**config.mk**
```make
export PLATFORM = sky130hd
export DESIGN_NAME = afifo_rd_stream
export DESIGN_NICKNAME = d
export VERILOG_FILES = /design/src/rtl/afifo_rd_stream.sv
export SDC_FILE = /design/constraint.sdc
export NUM_CORES = 1
export LEC_CHECK = 0
export CORE_AREA = 5 5 50 52
export DETAILED_ROUTE_END_ITERATION = 12
export DIE_AREA = 0 0 55 57
export PLACE_DENSITY = 0.7
export SETUP_SLACK_MARGIN = 0.02
export SYNTH_ARGS = -nofsm -noshare
export SYNTH_HDL_FRONTEND = slang
export SYNTH_SLANG_ARGS = --single-unit
```
**constraint.sdc**
```tcl
create_clock -name clk -period 2.4 [get_ports clk]
set_clock_uncertainty 0.2 [all_clocks]
set_input_delay 0.48 -clock clk [delete_from_list [all_inputs] [get_ports clk]]
set_output_delay 0.48 -clock clk [all_outputs]
set_load 0.01 [all_outputs]
```
**src/rtl/afifo_rd_stream.sv**
```systemverilog
// afifo_rd_stream: read-side drain engine for the FIFO read port.
// Issues fifo_rd strobes, absorbs the one-cycle read-data latency and
// presents returned words through a 2-entry skid buffer as a valid/ready
// stream. Read issue always reserves a buffer slot for the in-flight word,
// so backpressure never drops data.
module afifo_rd_stream #(
    parameter int unsigned BITWID = 5
) (
    input  logic              clk,
    input  logic              rst,
    input  logic              en,
    input  logic              fifo_empty,
    input  logic              fifo_almost_empty,
    output logic              fifo_rd,
    input  logic [BITWID-1:0] fifo_rd_dat,
    input  logic              fifo_rd_dat_vld,
    output logic              out_vld,
    output logic [BITWID-1:0] out_dat,
    input  logic              out_rdy,
    output logic [1:0]        buf_cnt,
    output logic              err_unexp
);

    localparam int unsigned DEPTH = 2;
    localparam int unsigned CNTW  = 2;
    // occupancy sum needs one carry bit above the counter width
    localparam int unsigned OCCW  = CNTW + 1;

    logic              infl;
    logic [CNTW-1:0]   cnt;
    logic              head;
    logic              tail;
    logic [BITWID-1:0] mem [DEPTH];

    logic              pop;
    logic              push;
    logic              full;
    logic              accept;
    logic [OCCW-1:0]   occ;

    // Stream outputs come straight from buffer state
    assign out_vld = (cnt != CNTW'(0));
    assign out_dat = mem[head];
    assign buf_cnt = cnt;

    // Handshake decode and read-issue decision
    always_comb begin
        pop     = 1'b0;
        push    = 1'b0;
        full    = 1'b0;
        accept  = 1'b0;
        occ     = '0;
        fifo_rd = 1'b0;

        pop    = out_vld & out_rdy;
        push   = fifo_rd_dat_vld;
        full   = (cnt == CNTW'(DEPTH));
        // a full buffer can still take a word when the head leaves this cycle
        accept = push & (~full | pop);
        // words held plus word in flight, minus the one leaving now
        occ    = OCCW'(cnt) + OCCW'(infl) - OCCW'(pop);
        // almost-empty throttle: no back-to-back reads so a late empty flag is safe
        fifo_rd = ~rst & en & ~fifo_empty
                & ~(fifo_almost_empty & infl)
                & (occ < OCCW'(DEPTH));
    end

    // In-flight flag, occupancy counter and ring pointers
    always_ff @(posedge clk or posedge rst) begin
        if (rst) begin
            infl <= 1'b0;
            cnt  <= '0;
            head <= 1'b0;
            tail <= 1'b0;
        end else begin
            infl <= fifo_rd;
            if (accept) begin
                tail <= ~tail;
            end
            if (pop) begin
                head <= ~head;
            end
            if (accept && !pop) begin
                cnt <= cnt + CNTW'(1);
            end else if (!accept && pop) begin
                cnt <= cnt - CNTW'(1);
            end
        end
    end

    // Skid-buffer storage; cleared on reset so out_dat reads zero when idle
    always_ff @(posedge clk or posedge rst) begin
        if (rst) begin
            for (int i = 0; i < int'(DEPTH); i++) begin
                mem[i] <= '0;
            end
        end else if (accept) begin
            mem[tail] <= fifo_rd_dat;
        end
    end

    // Sticky error: unsolicited read data, or data arriving with no room
    always_ff @(posedge clk or posedge rst) begin
        if (rst) begin
            err_unexp <= 1'b0;
        end else if (push && (!infl || !accept)) begin
            err_unexp <= 1'b1;
        end
    end

endmodule

```
==> summary.md, run 1 <==
| Metric | Value |
|---|---|
| Status | `complete, but fails checks` |
| Failing checks | `negative setup slack` |
| Mapped Cells | `58` |
| Leakage | `between 0.4 and 0.5 nW` |
| Port bufs | `21` |
| Routed len/inst | `11.8 um` |
| Slew Limit Fails | `0` |
| Final setup margin | `-0.282 ns` |
| Crit path arrival time | `about 2.0 ns` |
| Vias per Instance | `4.45` |
| Commonest cells after routing, fill and taps aside | `clkdlybuf4s50_1 (18), dfrtp_1 (13), mux2_2 (12), buf_4 (11), xor2_1 (4)` |
| Dpl cell area | `1100 sq um` |
| DR DRC count | `0` |
| Detailed Route Iter0 Violations | `0` |
| Clk_lat worst skew | `about 0.27 ns` |
| Root Buffer | `clkbuf_4` |
| Crit share post-route | `112%` |
| CTS buffer count | `3` |
| CTS tree | `yes` |
| Largest net degree at the start of global routing | `17` |
| Hold Vio Cnt, Final | `0` |
| Post-synth net total | `about 70` |
| CTS clk-pin slew, worst paths | `0.09 ns` |
| Gr ovfl total | `0` |
| Final worst path period need | `2.68 ns` |
| Worst Hold Class | `reg -> reg` |
| Routed wire length | `~1400 um` |
| Worst VDD drop | `around 0.00074 V` |
| Crit path max fanout | `2` |
| DIE HEIGHT | `roughly 57 um` |
| Power density cells | `around 1200 nW/um^2` |
| ANT cells | `0` |
| Die X | `~55 um` |
| Antenna Nets Post-Route | `0` |
| Rows | `17` |
| Yosys warnings | `0` |
| Fmax | `about 370 MHz` |
| # setup viols final | `1` |
| CTS Buffer Depth | `2` |
| First-pass GRT wire length | `between 2000 and 3000 um` |
| RSZ-0062 raised after global routing | `yes` |
| Unique masters post-synth | `19` |
| WP data required | `about 1.7 ns` |
| Int Pwr | `around 1 mW` |
| Post-route design area | `between 1000 and 1500 sq um` |
| Vias | `539` |
| Antenna violations before repair | `0` |
| Final nets | `108` |
| Dpl hpwl | `1130 um` |
| Count of state elements after synthesis | `16` |
| Least-Margin Pin Slew | `approximately 0.33 ns` |
| # hold bufs at CTS | `0` |
| Synth Cell Area | `about 800 sq um` |
| Max cap viols | `0` |
| Max_slew headroom | `78.2%` |
| # IOs | `22` |
| Tot Pwr | `~1.4 mW` |
| Synth top area cells | `dfrtp_1 (51%), mux2_2 (17%), nor3b_4 (4.8%)` |
| Fraction of layout cells with a size suffix above 1 | `40.9%` |
| Area leader, netlist | `dfrtp_1` |
| Top cell type's share of synthesized area | `51.4%` |
| First drt pass iteration count | `1` |
| Sequential share of power | `33.9%` |
| Die area | `between 3000 and 4000 sq um` |
| Global Route Usage Sum | `~11%` |
| Number of clock sinks | `16` |
| WS Path Type | `reg -> out` |
| Number of global-route vias before repair | `approximately 590` |
| Most common library cell in the layout ignoring fill and taps | `clkdlybuf4s50_1` |
| H-tree levels | `1` |
| Clock power share | `around an eighth` |
| CP Capture Type | `primary output` |
| Syn-to-layout area delta | `49.0%` |
| Final GP Congestion | `0.675` |
| Core ar. | `slightly above 2000 sq um` |
| Setup WS pre-CTS | `-0.899 ns` |
| Switching power | `0.443 mW` |
| Comb pwr share | `between 50% and 60%` |
| Syn_area_per_cell | `13.4 sq um` |
| Worst setup SP type | `register` |
| Sequential area share after synthesis | `about half` |
| Starting density of the core | `a little under two fifths` |
| Sw Share | `31.1%` |
[final timing paths]
path | startpoint | to | slack (ns) | cells after the start
max in group asynchronous | rst | buf_cnt[1]$_DFFE_PP0P_ | 1.45 | 3
worst max-delay path | buf_cnt[1]$_DFFE_PP0P_ | fifo_rd | -0.28 | 8
worst max register to register | buf_cnt[1]$_DFFE_PP0P_ | infl$_DFF_PP0_ | 0.46 | 8
worst min register to register | err_unexp$_DFFE_PP0P_ | err_unexp$_DFFE_PP0P_ | 0.29 | 1
min in group asynchronous | rst | err_unexp$_DFFE_PP0P_ | 0.35 | 3
worst min-delay path | err_unexp$_DFFE_PP0P_ | err_unexp$_DFFE_PP0P_ | 0.29 | 1
[cell type report]
cell class / instances / area (sq um)
fillers: 203 / 903
flip-flops and latches: 16 / 404
multi-input cells: 39 / 388
repair buffers: 32 / 289
clock buffers: 4 / 36.3
well taps: 28 / 35.0
inverters: 2 / 7.51
[power by group through the flow]
stage / Sequential (mW) / Combinational, mW / Clock [mW]
after floorplan: 0.490 / 0.427 / 0
after global placement: 0.479 / 0.753 / 0
after detailed placement: 0.490 / 0.761 / 0
after CTS: 0.486 / 0.775 / 0.178
after global routing: 0.499 / 0.848 / 0.195
final: 0.482 / 0.771 / 0.170
[Yosys cell counts, drive strengths merged]
cell type and instances:
dfrtp 16, mux2 15, xor2 4, nand2 3
nor2 3, xnor2 3, inv 2, nor2b 2
nor3b 2, a21oi 1, clkbuf 1, fa 1
ha 1, nand2b 1, nand4 1, o21ai 1
or2 1
[critical path, cell delays in order, from the launching register on]
cell and delay (ns):
dfrtp_2 0.41, or2_4 0.26, nand2_4 0.07, nor2_4 0.03
fa_1 0.47, nor2b_1 0.12, nand4_1 0.10, a21oi_2 0.13
buf_2 0.14
[per-layer routing]
layer  track usage (%)  share of wire [%]  up-vias
li1                  -                  -      268
met4              5.21                1.2        0
met1              14.0                 46      256
met2              17.2                 49       13
met3              3.39                3.8        2
met5                 0                  0        -
[cells by family after synthesis]
group / Yosys count / synth area share [%]
mux: 15 / 21.7
buf+inv: 3 / 1.45
fa+ha+maj: 2 / 4.18
simple gates: 13 / 12.1
xor+xnor: 7 / 7.88
compound gates: 2 / 1.28
flops: 16 / 51.4
[per-stage QoR]
stage	util (%)	setup TNS, ns	instances	hold slack (ns)
final	56.2	-0.282	121	0.285
after global routing	56.2	-0.409	121	0.319
after CTS	55.3	-0.314	119	0.287
after detailed placement	53.5	-0.899	114	0.261
after global placement	53.5	-0.859	114	0.250
after floorplan	-	-0.00408	58	0.202
[flip-flops by register name (all words and copies together), names as in the netlist]
register,cells
mem,10
buf_cnt,2
err_unexp,1
head,1
infl,1
tail,1
[what timing repair did]
item                                    4_1_cts  5_1_grt
endpoints found under the setup margin        1        7
pin swaps                                     2        0
gates cloned                                  0        0
buffers inserted                              1        2
resized for setup                             5        2
endpoints found under the hold margin         0        0
Power figures use the tool's default switching activity.
==> run 2: changes to the inputs <==
--- a/config.mk
+++ b/config.mk
@@ -8,6 +8,7 @@
 export CORE_AREA = 5 5 50 52
 export DETAILED_ROUTE_END_ITERATION = 12
 export DIE_AREA = 0 0 55 57
+export GPL_ROUTABILITY_DRIVEN = 0
 export PLACE_DENSITY = 0.7
 export SETUP_SLACK_MARGIN = 0.02
 export SYNTH_ARGS = -nofsm -noshare
==> results of run 2 <==
No change in the layout: final DEF, timing and power equal those of run 1.
==> run 3: changes to the inputs <==
--- a/config.mk
+++ b/config.mk
@@ -5,11 +5,13 @@
 export SDC_FILE = /design/constraint.sdc
 export NUM_CORES = 1
 export LEC_CHECK = 0
+export ABC_CLOCK_PERIOD_IN_PS = 2400
 export CORE_AREA = 5 5 50 52
 export DETAILED_ROUTE_END_ITERATION = 12
 export DIE_AREA = 0 0 55 57
 export GPL_ROUTABILITY_DRIVEN = 0
-export PLACE_DENSITY = 0.7
+export GPL_TIMING_DRIVEN = 0
+export PLACE_DENSITY = 0.71
 export SETUP_SLACK_MARGIN = 0.02
 export SYNTH_ARGS = -nofsm -noshare
 export SYNTH_HDL_FRONTEND = slang
==> summary.md, run 3 (same netlist as run 1, synthesis figures left out) <==
| Metric | Value |
|---|---|
| ANT cells | `0 (unchanged)` |
| Setup WS pre-CTS | `-1.09 ns (was -0.899 ns)` |
| Antenna Nets Post-Route | `0 (unchanged)` |
| Largest register by flop count | `mem (unchanged)` |
| Final nets | `102 (was 108)` |
| # setup viols final | `1 (unchanged)` |
| Status | `complete, but fails checks (unchanged)` |
| RSZ-0062 raised after global routing | `yes (unchanged)` |
| CTS Buffer Depth | `2 (unchanged)` |
| Area occupied by multi-input gates | `395 sq um (was 388 sq um)` |
| Register area | `404 sq um (unchanged)` |
| Sw Share | `31.5% (was 31.1%)` |
| Crit path arrival time | `2.05 ns (was 2.00 ns)` |
| Vias per Instance | `4.41 (was 4.45)` |
| Final worst path period need | `2.73 ns (was 2.68 ns)` |
| DR DRC count | `0 (unchanged)` |
| Hold Vio Cnt, Final | `0 (unchanged)` |
| Clock power share | `12.1% (was 11.9%)` |
| Final setup margin | `-0.331 ns (was -0.282 ns)` |
| CTS buffer count | `3 (unchanged)` |
| Fraction of layout cells with a size suffix above 1 | `39.1% (was 40.9%)` |
| Int Pwr | `0.968 mW (was 0.980 mW)` |
| Global Route Usage Sum | `11.4% (was 11.2%)` |
| Max reg flops | `10 (unchanged)` |
| Setup TNS | `-0.331 ns (was -0.282 ns)` |
| Worst VDD drop | `0.000698 V (was 0.000740 V)` |
| DIE HEIGHT | `57 um (unchanged)` |
| CTS clk-pin slew, worst paths | `0.09 ns (about the same)` |
| Fill cell count | `183 (was 203)` |
| Vias | `507 (was 539)` |
| Fmax | `366 MHz (was 373 MHz)` |
| Finished Layout Cells | `115 (was 121)` |
| Power density cells | `1260 nW/um^2 (was 1230 nW/um^2)` |
| Number of clock sinks | `16 (unchanged)` |
| Crit share post-route | `114% (was 112%)` |
| Placed Cells | `107 (was 114)` |
| Max cap viols | `0 (unchanged)` |
| Commonest cells after routing, fill and taps aside | `clkdlybuf4s50_1 (19), dfrtp_1 (13), mux2_2 (12), buf_4 (5), xor2_1 (4) (was clkdlybuf4s50_1 (18), dfrtp_1 (13), mux2_2 (12), buf_4 (11), xor2_1 (4))` |
| Rows | `17 (unchanged)` |
| Die X | `55 um (unchanged)` |
| Routed wire length | `1490 um (was 1430 um)` |
| WS Path Type | `reg -> out (unchanged)` |
| First-pass GRT wire length | `2560 um (was 2530 um)` |
| CTS tree | `yes (unchanged)` |
| Worst setup SP type | `register (unchanged)` |
| Antenna violations before repair | `0 (unchanged)` |
| Worst Hold Class | `reg -> reg (unchanged)` |
| Port bufs | `21 (unchanged)` |
| Die area | `3140 sq um (unchanged)` |
| Gr ovfl total | `0 (unchanged)` |
| Core ar. | `2060 sq um (unchanged)` |
| Most common library cell in the layout ignoring fill and taps | `clkdlybuf4s50_1 (unchanged)` |
| Detailed Route Iter0 Violations | `6 (was 0)` |
| Dpl hpwl | `1160 um (was 1130 um)` |
| Starting density of the core | `37.7% (unchanged)` |
| Number of global-route vias before repair | `568 (was 585)` |
| # hold bufs at CTS | `0 (unchanged)` |
| CP Capture Type | `primary output (unchanged)` |
| Routed len/inst | `12.9 um (was 11.8 um)` |
| Clk_lat worst skew | `0.28 ns (was 0.27 ns)` |
| First drt pass iteration count | `2 (was 1)` |
| Least-Margin Pin Slew | `0.643 ns (was 0.326 ns)` |
| Syn-to-layout area delta | `44.2% (was 49.0%)` |
| Largest net degree at the start of global routing | `18 (was 17)` |
| Root Buffer | `clkbuf_4 (unchanged)` |
| Comb pwr share | `53.6% (was 54.2%)` |
| Switching power | `0.446 mW (was 0.443 mW)` |
| WP data required | `1.72 ns (about the same)` |
| Hold Slack | `0.281 ns (was 0.285 ns)` |
| Max_slew headroom | `57.1% (was 78.2%)` |
| H-tree levels | `1 (unchanged)` |
| # IOs | `22 (unchanged)` |
| Leakage | `0.467 nW (was 0.498 nW)` |
| Failing checks | `negative setup slack (unchanged)` |
| Crit path max fanout | `2 (unchanged)` |
| Slew Limit Fails | `0 (unchanged)` |
| Sequential share of power | `34.3% (was 33.9%)` |
## run 3: changes by cell type in the layout (fill, tap and decap cells not counted), sizes merged
cell	change
clkdlybuf4s15	+1
dlymetal6s2s	-1
dlygate4sd2	-1
buf	-6
clkdlybuf4s50	+1
## run 3: routing by layer
metal | up-vias | routed length (um) | global-route usage, %
li1 | 252 | - | -
met1 | 236 | 679 | 15.1
met2 | 17 | 694 | 16.6
met3 | 2 | 102 | 3.92
met4 | 0 | 11 | 5.21
met5 | - | 0 | 0
## run 3: per-stage QoR
stage / total power, mW / utilization, % / area [sq um]
global placement: 1.18 / 50.8 / 1050
finish: 1.41 / 54.4 / 1120
CTS: 1.41 / 53.2 / 1100
global route: 1.53 / 54.4 / 1120
detailed placement: 1.21 / 50.8 / 1050
floorplan: 0.918 / - / 802
## run 3: path summary, 6_finish.rpt
kind / start / end / slack [ns] / cells past startpoint
max reg2reg: buf_cnt[1]$_DFFE_PP0P_ / infl$_DFF_PP0_ / 0.40 / 8
max: buf_cnt[1]$_DFFE_PP0P_ / fifo_rd / -0.33 / 8
max in group asynchronous: rst / infl$_DFF_PP0_ / 1.16 / 2
min in group asynchronous: rst / mem[0]$_DFFE_PP0P_ / 0.39 / 2
min: err_unexp$_DFFE_PP0P_ / err_unexp$_DFFE_PP0P_ / 0.28 / 1
min reg2reg: err_unexp$_DFFE_PP0P_ / err_unexp$_DFFE_PP0P_ / 0.28 / 1
## run 3: power groups by stage
stage,registers [mW],clock network [mW],logic [mW]
6_report,0.485,0.171,0.758
2_1_floorplan,0.490,0,0.427
4_1_cts,0.486,0.178,0.747
3_3_place_gp,0.496,0,0.684
5_1_grt,0.503,0.195,0.827
3_5_place_dp,0.505,0,0.702
## run 3: area by class of cell
cell class	count	area share (%)
multi-input combinational	39	35.2
inverter	2	0.669
clock buffer	4	3.23
tap	28	3.12
timing repair buffer	26	21.7
sequential	16	36.0
## run 3: what timing repair did
action                     4_1_cts  5_1_grt
pin swaps                        1        0
gates resized for setup          7        3
buffers inserted                 3        2
setup endpoints to repair        6        1
hold endpoints to repair         0        0
gates cloned                     0        0
## run 3: worst max-delay path: stages (launching register included)
cell     delay (ns)
dfrtp_2        0.41
or2_4          0.26
nand2_4        0.07
nor2_4         0.03
fa_1           0.48
nor2b_4        0.12
nand4_1        0.09
a21oi_2        0.16
buf_2          0.15
